--- src/rtl/cmd_register_sequencer_if.sv ---
// rtl/cmd_register_sequencer_if.sv - command/accessory bus bundle for cmd_register_sequencer
//
// Groups the serial command inputs, the decoded command outputs and the
// per-channel accessory handshake into one bundle.
//   master : drives shift_en, ser_in, word_sync, exec, io_ready; observes the rest
//   slave  : the sequencer side (receives commands, drives decoders and io_*)
interface cmd_register_sequencer_if #(
  parameter int D_W  = 5,
  parameter int S_W  = 5,
  parameter int CH_W = 2,
  parameter int N_IO = 4
);
  // serial command stream
  logic                  shift_en;
  logic                  ser_in;
  logic                  word_sync;
  logic                  exec;
  // active command and its decoders
  logic                  sd_bit;
  logic [D_W-1:0]        dest;
  logic [S_W-1:0]        src;
  logic [CH_W-1:0]       char;
  logic [(2**D_W)-1:0]   dest_onehot;
  logic [(2**S_W)-1:0]   src_onehot;
  logic                  cmd_valid;
  logic                  cs_out;
  logic                  ds_out;
  // accessory transfer handshake
  logic [N_IO-1:0]       io_ready;
  logic [N_IO-1:0]       io_start;
  logic [N_IO-1:0]       io_stop;
  logic [N_IO-1:0]       io_shift;
  logic                  io_busy;
  logic                  io_timeout;

  modport master (
    output shift_en, ser_in, word_sync, exec, io_ready,
    input  sd_bit, dest, src, char, dest_onehot, src_onehot, cmd_valid,
           cs_out, ds_out, io_start, io_stop, io_shift, io_busy, io_timeout
  );

  modport slave (
    input  shift_en, ser_in, word_sync, exec, io_ready,
    output sd_bit, dest, src, char, dest_onehot, src_onehot, cmd_valid,
           cs_out, ds_out, io_start, io_stop, io_shift, io_busy, io_timeout
  );
endinterface

--- src/rtl/cmd_register_sequencer.sv ---
// rtl/cmd_register_sequencer.sv - shadow/active command register with accessory transfer sequencer
//
// A serial command word (LSB->MSB: sd, dest, src, char) is shifted into a
// shadow register and committed atomically to the active register on the
// last bit, so the decoders stay stable while the next word streams in.
// A special-destination command qualified by exec starts a per-channel
// accessory transfer: start pulse, XFER_BITS gated shifts, stop pulse, with
// a stall timeout.
// Ports:
//   CLOCK : system clock, all state on its rising edge
//   rst   : synchronous reset, active low
//   bus   : slave side of cmd_register_sequencer_if (command stream,
//           decoded fields, accessory io_* handshake)
module cmd_register_sequencer #(
  parameter int D_W       = 5,
  parameter int S_W       = 5,
  parameter int CH_W      = 2,
  parameter int N_IO      = 4,
  parameter int XFER_BITS = 29,
  parameter int TMO_W     = 12,
  parameter int SPECIAL_D = 31
) (
  input  logic                  CLOCK,
  input  logic                  rst,
  cmd_register_sequencer_if.slave bus
);

  localparam int W        = 1 + D_W + S_W + CH_W;
  localparam int CNT_W    = $clog2(W);
  localparam int CH_IDX_W = (N_IO > 1) ? $clog2(N_IO) : 1;
  localparam int LEN_W    = $clog2(XFER_BITS + 1);
  localparam int DEC_D_W  = 2 ** D_W;
  localparam int DEC_S_W  = 2 ** S_W;

  localparam logic [CNT_W-1:0] LAST_BIT = CNT_W'(W - 1);
  localparam logic [LEN_W-1:0] XFER_LEN = LEN_W'(XFER_BITS);
  localparam logic [LEN_W-1:0] LEN_ONE  = LEN_W'(1);
  localparam logic [D_W-1:0]   SPECIAL  = D_W'(SPECIAL_D);
  // The stall that takes tmo from all-ones-minus-one to all-ones is the timeout.
  localparam logic [TMO_W-1:0] TMO_LAST = {{(TMO_W-1){1'b1}}, 1'b0};

  // ---------------------------------------------------------------------------
  // Shadow / active command register
  // ---------------------------------------------------------------------------
  logic [W-1:0]     shadow;
  logic [W-1:0]     active;
  logic [CNT_W-1:0] count;
  logic             cmd_valid_q;
  logic [W-1:0]     shadow_shifted;

  assign shadow_shifted = {bus.ser_in, shadow[W-1:1]};

  always_ff @(posedge CLOCK) begin
    if (!rst) begin
      shadow      <= '0;
      active      <= '0;
      count       <= '0;
      cmd_valid_q <= 1'b0;
    end else begin
      cmd_valid_q <= 1'b0;
      if (bus.shift_en) begin
        shadow <= shadow_shifted;
      end
      // word_sync realigns the word boundary; it never commits, even on the
      // cycle that would otherwise have been the last bit.
      if (bus.word_sync) begin
        count <= '0;
      end else if (bus.shift_en) begin
        if (count == LAST_BIT) begin
          count       <= '0;
          active      <= shadow_shifted;
          cmd_valid_q <= 1'b1;
        end else begin
          count <= count + 1'b1;
        end
      end
    end
  end

  // ---------------------------------------------------------------------------
  // Active fields and decoders
  // ---------------------------------------------------------------------------
  assign bus.sd_bit      = active[0];
  assign bus.dest        = active[D_W:1];
  assign bus.src         = active[D_W+S_W:D_W+1];
  assign bus.char        = active[W-1:W-CH_W];
  assign bus.cmd_valid   = cmd_valid_q;
  assign bus.dest_onehot = DEC_D_W'(1) << bus.dest;
  assign bus.src_onehot  = DEC_S_W'(1) << bus.src;
  assign bus.cs_out      = bus.char[CH_W-1] & (bus.dest != '1) & (bus.src != '1);
  assign bus.ds_out      = bus.exec & (bus.dest == SPECIAL);

  // ---------------------------------------------------------------------------
  // Accessory transfer sequencer
  // ---------------------------------------------------------------------------
  typedef enum logic [1:0] {
    ST_IDLE,
    ST_START,
    ST_XFER,
    ST_STOP
  } state_t;

  state_t              state, state_nxt;
  logic [CH_IDX_W-1:0] ch, ch_nxt;
  logic [LEN_W-1:0]    len, len_nxt;
  logic [TMO_W-1:0]    tmo, tmo_nxt;
  logic                timeout_q, timeout_nxt;
  logic [CH_IDX_W-1:0] src_ch;
  logic [N_IO-1:0]     ch_mask;

  assign src_ch  = (N_IO > 1) ? bus.src[CH_IDX_W-1:0] : '0;
  assign ch_mask = N_IO'(1) << ch;

  always_ff @(posedge CLOCK) begin
    if (!rst) begin
      state     <= ST_IDLE;
      ch        <= '0;
      len       <= '0;
      tmo       <= '0;
      timeout_q <= 1'b0;
    end else begin
      state     <= state_nxt;
      ch        <= ch_nxt;
      len       <= len_nxt;
      tmo       <= tmo_nxt;
      timeout_q <= timeout_nxt;
    end
  end

  always_comb begin
    state_nxt    = state;
    ch_nxt       = ch;
    len_nxt      = len;
    tmo_nxt      = tmo;
    timeout_nxt  = timeout_q;
    bus.io_start = '0;
    bus.io_shift = '0;
    bus.io_stop  = '0;
    case (state)
      ST_IDLE: begin
        // Only an idle sequencer accepts a DS start; exec while busy is dropped.
        if (bus.ds_out) begin
          ch_nxt      = src_ch;
          len_nxt     = XFER_LEN;
          tmo_nxt     = '0;
          timeout_nxt = 1'b0;
          state_nxt   = ST_START;
        end
      end
      ST_START: begin
        bus.io_start = ch_mask;
        state_nxt    = ST_XFER;
      end
      ST_XFER: begin
        if (bus.io_ready[ch]) begin
          bus.io_shift = ch_mask;
          len_nxt      = len - 1'b1;
          tmo_nxt      = '0;
          if (len == LEN_ONE) begin
            state_nxt = ST_STOP;
          end
        end else begin
          tmo_nxt = tmo + 1'b1;
          if (tmo == TMO_LAST) begin
            timeout_nxt = 1'b1;
            state_nxt   = ST_STOP;
          end
        end
      end
      ST_STOP: begin
        bus.io_stop = ch_mask;
        state_nxt   = ST_IDLE;
      end
      default: begin
        state_nxt = ST_IDLE;
      end
    endcase
  end

  assign bus.io_busy    = (state != ST_IDLE);
  assign bus.io_timeout = timeout_q;

endmodule

--- src/flat_wrapper.sv ---
// flat-port wrapper written by rule: the top's interface ports become plain ports
module cmd_register_sequencer_flat 
#(
  parameter int D_W       = 5,
  parameter int S_W       = 5,
  parameter int CH_W      = 2,
  parameter int N_IO      = 4,
  parameter int XFER_BITS = 29,
  parameter int TMO_W     = 12,
  parameter int SPECIAL_D = 31
)
  (CLOCK, rst, bus_shift_en, bus_ser_in, bus_word_sync, bus_exec, bus_io_ready, bus_sd_bit, bus_dest, bus_src, bus_char, bus_dest_onehot, bus_src_onehot, bus_cmd_valid, bus_cs_out, bus_ds_out, bus_io_start, bus_io_stop, bus_io_shift, bus_io_busy, bus_io_timeout);
  cmd_register_sequencer_if #(.D_W(D_W), .S_W(S_W), .CH_W(CH_W), .N_IO(N_IO)) bus_i ();
  input  logic CLOCK;
  input  logic rst;
  input wire logic [$bits(bus_i.shift_en)-1:0] bus_shift_en;
  input wire logic [$bits(bus_i.ser_in)-1:0] bus_ser_in;
  input wire logic [$bits(bus_i.word_sync)-1:0] bus_word_sync;
  input wire logic [$bits(bus_i.exec)-1:0] bus_exec;
  input wire logic [$bits(bus_i.io_ready)-1:0] bus_io_ready;
  output wire logic [$bits(bus_i.sd_bit)-1:0] bus_sd_bit;
  output wire logic [$bits(bus_i.dest)-1:0] bus_dest;
  output wire logic [$bits(bus_i.src)-1:0] bus_src;
  output wire logic [$bits(bus_i.char)-1:0] bus_char;
  output wire logic [$bits(bus_i.dest_onehot)-1:0] bus_dest_onehot;
  output wire logic [$bits(bus_i.src_onehot)-1:0] bus_src_onehot;
  output wire logic [$bits(bus_i.cmd_valid)-1:0] bus_cmd_valid;
  output wire logic [$bits(bus_i.cs_out)-1:0] bus_cs_out;
  output wire logic [$bits(bus_i.ds_out)-1:0] bus_ds_out;
  output wire logic [$bits(bus_i.io_start)-1:0] bus_io_start;
  output wire logic [$bits(bus_i.io_stop)-1:0] bus_io_stop;
  output wire logic [$bits(bus_i.io_shift)-1:0] bus_io_shift;
  output wire logic [$bits(bus_i.io_busy)-1:0] bus_io_busy;
  output wire logic [$bits(bus_i.io_timeout)-1:0] bus_io_timeout;
  assign bus_i.shift_en = bus_shift_en;
  assign bus_i.ser_in = bus_ser_in;
  assign bus_i.word_sync = bus_word_sync;
  assign bus_i.exec = bus_exec;
  assign bus_i.io_ready = bus_io_ready;
  assign bus_sd_bit = bus_i.sd_bit;
  assign bus_dest = bus_i.dest;
  assign bus_src = bus_i.src;
  assign bus_char = bus_i.char;
  assign bus_dest_onehot = bus_i.dest_onehot;
  assign bus_src_onehot = bus_i.src_onehot;
  assign bus_cmd_valid = bus_i.cmd_valid;
  assign bus_cs_out = bus_i.cs_out;
  assign bus_ds_out = bus_i.ds_out;
  assign bus_io_start = bus_i.io_start;
  assign bus_io_stop = bus_i.io_stop;
  assign bus_io_shift = bus_i.io_shift;
  assign bus_io_busy = bus_i.io_busy;
  assign bus_io_timeout = bus_i.io_timeout;
  cmd_register_sequencer #(.D_W(D_W), .S_W(S_W), .CH_W(CH_W), .N_IO(N_IO), .XFER_BITS(XFER_BITS), .TMO_W(TMO_W), .SPECIAL_D(SPECIAL_D)) u_core (.CLOCK(CLOCK), .rst(rst), .bus(bus_i));
endmodule
--- config.mk ---
export PLATFORM = sky130hd
export DESIGN_NAME = cmd_register_sequencer_flat
export DESIGN_NICKNAME = d
export VERILOG_FILES = /design/src/rtl/cmd_register_sequencer_if.sv /design/src/rtl/cmd_register_sequencer.sv /design/src/flat_wrapper.sv
export SDC_FILE = /design/constraint.sdc
export NUM_CORES = 1
export LEC_CHECK = 0
export ABC_AREA = 1
export BUFFER_PORTS_ARGS = -buffer_cell sky130_fd_sc_hd__buf_2
export CAP_MARGIN = 20
export CORE_UTILIZATION = 46
export DETAILED_ROUTE_END_ITERATION = 10
export PLACE_DENSITY = 0.77
export SLEW_MARGIN = 20
export SYNTH_ARGS = -nofsm -noshare
export SYNTH_HDL_FRONTEND = slang
export SYNTH_SLANG_ARGS = --single-unit
--- constraint.sdc ---
create_clock -name CLOCK -period 1.43 [get_ports CLOCK]
set_input_delay 0.2145 -clock CLOCK [delete_from_list [all_inputs] [get_ports CLOCK]]
set_output_delay 0.2145 -clock CLOCK [all_outputs]
set_load 0.05 [all_outputs]
==> impl_results.md, run 1 <==
* Status: stopped before the end
* Failing step: global routing (5_1_grt)
* First Err: [ERROR DPL-0038] Utilization greater than 100%, impossible to legalize
* Synth Cell Area at 0.00311 mm²
* Yosys reg bits at 52
* Largest net degree at the start of global routing at 38
* GRT worst endpoint: bus_dest_onehot[12]
* Synthesized Nets at 509
* Clk sink count at 52
* Initial Util at 0.482
* Sequential share of the synthesized area at 0.334
* Num rows at 29
* Root Driver: clkbuf_8
* Die height at 84.3 µm
* Setup WS pre-CTS at -0.0336 ns
* Die X-Extent at 84.3 µm
* Placed insts at 689
* GPL Wtd Cong at 0.817
* Yosys cell types at 32
* Hold_buf cts at 0
* Worst ep type: top-level output
* H-tree level count at 2
* Hpwl dp at 6740 µm
* Yosys Warn Count at 0
* I/O Pins at 104
* Port bufs at 103
* Mapped Cells at 488
* TritonCTS Buffers at 5
* Mean Syn Cell Area at 6.38 µm²
* Clock Path Buffers at 2
[synth_stat cells]
master,number,area [µm²]
dfxtp_1,52,1040
inv_2,3,11.3
buf_1,3,11.3
nand3b_1,1,7.51
nor4_1,2,12.5
nand4_4,1,21.3
clkinv_1,9,33.8
o21bai_1,2,15.0
nand2_2,3,18.8
o21ai_2,1,8.76
nand3_2,1,10.0
nor2_4,1,11.3
xor2_1,2,17.5
nor2_8,1,20.0
nand2_4,1,11.3
nand4_1,25,156
a21oi_1,25,125
a21boi_1,1,7.51
inv_1,42,158
o21ai_0,32,160
nor2_2,2,12.5
nor3_1,12,60.1
xnor2_1,3,26.3
buf_4,2,15.0
nor2_1,125,469
nand3_1,36,180
buf_12,1,20.0
clkbuf_1,13,48.8
o21ai_1,1,5.00
nand2_1,71,267
buf_2,3,15.0
ha_1,11,138
[repair_timing]
| action | 4_1_cts |
|---|---|
| gates resized for setup | 263 |
| cloned | 3 |
| buffers inserted | 25 |
| pin swaps | 61 |
| endpoints found under the setup margin | 92 |
[per-stage QoR]
step	instance area, µm²	util
4_1_cts	5920	0.917
3_5_place_dp	4690	0.726
3_3_place_gp	4690	0.726
2_1_floorplan	3870	-
[kinds of logic after synthesis]
family,Yosys count,share of synthesized area
compound gates,62,0.103
flops,52,0.334
buf+inv,76,0.100
fa+ha+maj,11,0.0442
xor+xnor,5,0.0141
simple gates,282,0.404
==> run 2, diff against run 1 <==
- CORE_UTILIZATION: 46 -> 40
- PLACE_DENSITY: 0.77 -> default
- PLACE_DENSITY_LB_ADDON: default -> 0.15
- clock period: 1.43 -> 1.9 ns (I/O delays scaled with it)
==> run 2 against run 1 <==
Compared with the run above:
- the flow now finishes without violations
- synthesized area is the same
- synthesized cell count is the same
==> impl_results.md, run 2 <==
* Fin util at 0.558
* Sw frac at 0.339
* Synthesized Nets at 509
* Root Driver: clkbuf_8
* Ys flop type: dfxtp_1
* Die height at 90.2 µm
* Slew of the pin with the lowest slew margin at 0.426 ns
* Clk sink count at 52
* Layout Nets at 612
* Tightest Hold Check Type: in2reg
* CTS tree: done
* Die X-Extent at 90.2 µm
* Largest register FFs at 13
* Initial Util at 0.423
* Clk_skew at 0.0105 ns
* Final hold slack at 0.156 ns
* Yosys reg bits at 52
* Initial antenna violation count at 0
* Power Density at 662 mW/mm²
* Final max-slew violation count at 0
* DR WL met3 at 365 µm
* GPL Wtd Cong at 0.790
* RSZ-0062 raised after global routing: false
* Hpwl dp at 6010 µm
* Worst-path fanout max at 15
* Metal2 WL at 3640 µm
* Port bufs at 103
* Setup Crit Path Kind: reg2out
* First-pass GRT wire length at 13500 µm
* Drt wl/cell at 11.5 µm
* Vias at 3412
* Yosys cell types at 32
* Internal Pwr Total at 1.80 mW
* Final hold vios at 0
* Synth Cell Area at 0.00311 mm²
* CP arrival at 1.51 ns
* Num rows at 31
* Antenna Cells at 0
* Yosys Warn Count at 0
* Count leader, synth: nor2_1
* Max_cap viols at 0
* Clk slew on worst S/H paths at 0.10 ns
* Hold_buf cts at 0
* TritonCTS Buffers at 5
* Final setup vio count at 0
* Status: complete, no violations
* Final period utilization at 0.947
* Post-synth EDFFs at 0
* Max frequency at 556 MHz
* Top cells by count, synth: nor2_1, nand2_1, dfxtp_1
* VDD IR max at 0.369 mV
* Layout cell share with drive strength beyond 1 at 0.334
* Combinational share of power at 0.271
* Drt via density at 4.94
* Routed WL at 7950 µm
* DR DRC count at 0
* I/O Pins at 104
* Crit end category: output pin
* Cell taking the most area after synthesis: dfxtp_1
* Power share of the clock group at 0.293
* CORE AREA at 0.00737 mm²
* Most common cell after layout, fill and taps aside: buf_2
* Mapped Cells at 488
* Registers with the most flip-flops: u_core.active (13), u_core.shadow (12), u_core.tmo (12)
* P&R area growth vs syn at 32.0%
* Asr flop ratio synth at 0
* Reg with most FFs: u_core.active
* Sequential power share at 0.436
* Mean Syn Cell Area at 6.38 µm²
* Gr ovfl total at 0
* DR iter-0 viols at 148
* Sum of routed wire segments on met1 at 3850 µm
* Antenna violation net count after detailed routing at 0
* Pleak at 1.96 nW
* Relative slew slack at 0.716
* H-tree level count at 2
* Yosys top cell area share at 0.334
* Worst skew pair latency at 0.32 ns
* Top Metal Used: met4
* Sw Pwr at 923 µW
* Number of global-route vias before repair at 3054
* Sequential share of the synthesized area at 0.334
* Worst endpoint required time at 1.62 ns
* Post-layout min period at 1.80 ns
* Ranking of synthesized cells by area: dfxtp_1, nor2_1, nand2_1
* Clock Path Buffers at 2
* GRT Util Overall at 0.197
* First-pass detailed-route iteration total at 4
* Highest-count cells in the layout ignoring fill and taps: buf_2, nor2_1, nand2_1
* Worst Setup Start Kind: flip-flop
* Die ar. at 0.00814 mm²
* Largest net degree at the start of global routing at 38
## run 2: cell counts after synthesis
Identical to the previous run, type by type.
## run 2: area by class of cell
type / instances / area (µm²)
tap: 99 / 124
clock inverter: 2 / 38.8
timing repair inverter: 1 / 5.00
sequential: 52 / 1060
timing repair buffer: 117 / 641
clock buffer: 6 / 82.6
multi-input combinational: 360 / 1940
inverter: 54 / 221
fill: 730 / 3260
## run 2: stage by stage
| step | setup WS, ns | power (mW) | cell area, µm² | TNS [ns] | cells |
|---|---|---|---|---|---|
| 2_1_floorplan | -0.277 | 1.78 | 3310 | -5.69 | 488 |
| 3_3_place_gp | 0.292 | 1.94 | 3920 | 0 | 679 |
| 3_5_place_dp | 0.253 | 1.95 | 3920 | 0 | 679 |
| 4_1_cts | 0.00766 | 2.75 | 4050 | 0 | 687 |
| 5_1_grt | 0.00154 | 2.91 | 4110 | 0 | 691 |
| 6_report | 0.100 | 2.72 | 4110 | 0 | 691 |
## run 2: final timing paths
path                    startpoint                   end  slack (ns)  depth (start not counted)
setup / recovery  u_core.active[5]   bus_dest_onehot[22]        0.10                          4
hold / removal       bus_word_sync  u_core.bus.cmd_valid        0.16                          2
setup reg to reg   u_core.state[0]         u_core.tmo[3]        0.26                          9
hold reg to reg      u_core.len[1]         u_core.len[1]        0.45                          2
## run 2: power by group through the flow
stage / combinational [mW] / clock (mW) / sequential (mW)
global placement: 0.723 / 0 / 1.21
finish: 0.738 / 0.799 / 1.19
detailed placement: 0.732 / 0 / 1.21
CTS: 0.737 / 0.823 / 1.19
floorplan: 0.581 / 0 / 1.20
global route: 0.835 / 0.881 / 1.19
## run 2: kinds of logic after synthesis
logic type | count (synthesis) | synth area share
compound gates | 62 | 0.103
simple gates | 282 | 0.404
buf+inv | 76 | 0.100
flops | 52 | 0.334
xor+xnor | 5 | 0.0141
fa+ha+maj | 11 | 0.0442
## run 2: metal layers
metal	vias to the layer above	global-route usage
li1	1779	-
met1	1540	0.244
met2	86	0.345
met3	7	0.0381
met4	0	0.0578
met5	-	0
## run 2: worst max-delay path, stage by stage, from the launching register on
cell and delay [ns]:
dfxtp_4 0.45, inv_1 0.08, buf_4 0.21, nor3_2 0.18
buf_2 0.28
## run 2: repair_timing
action                                  CTS  global route
resized for setup                         4            15
pin swaps                                 0             0
endpoints found under the setup margin   13            49
setup buffers                             0             3
gates cloned                              0             1
Note: power is estimated with default switching activity, not from simulation.
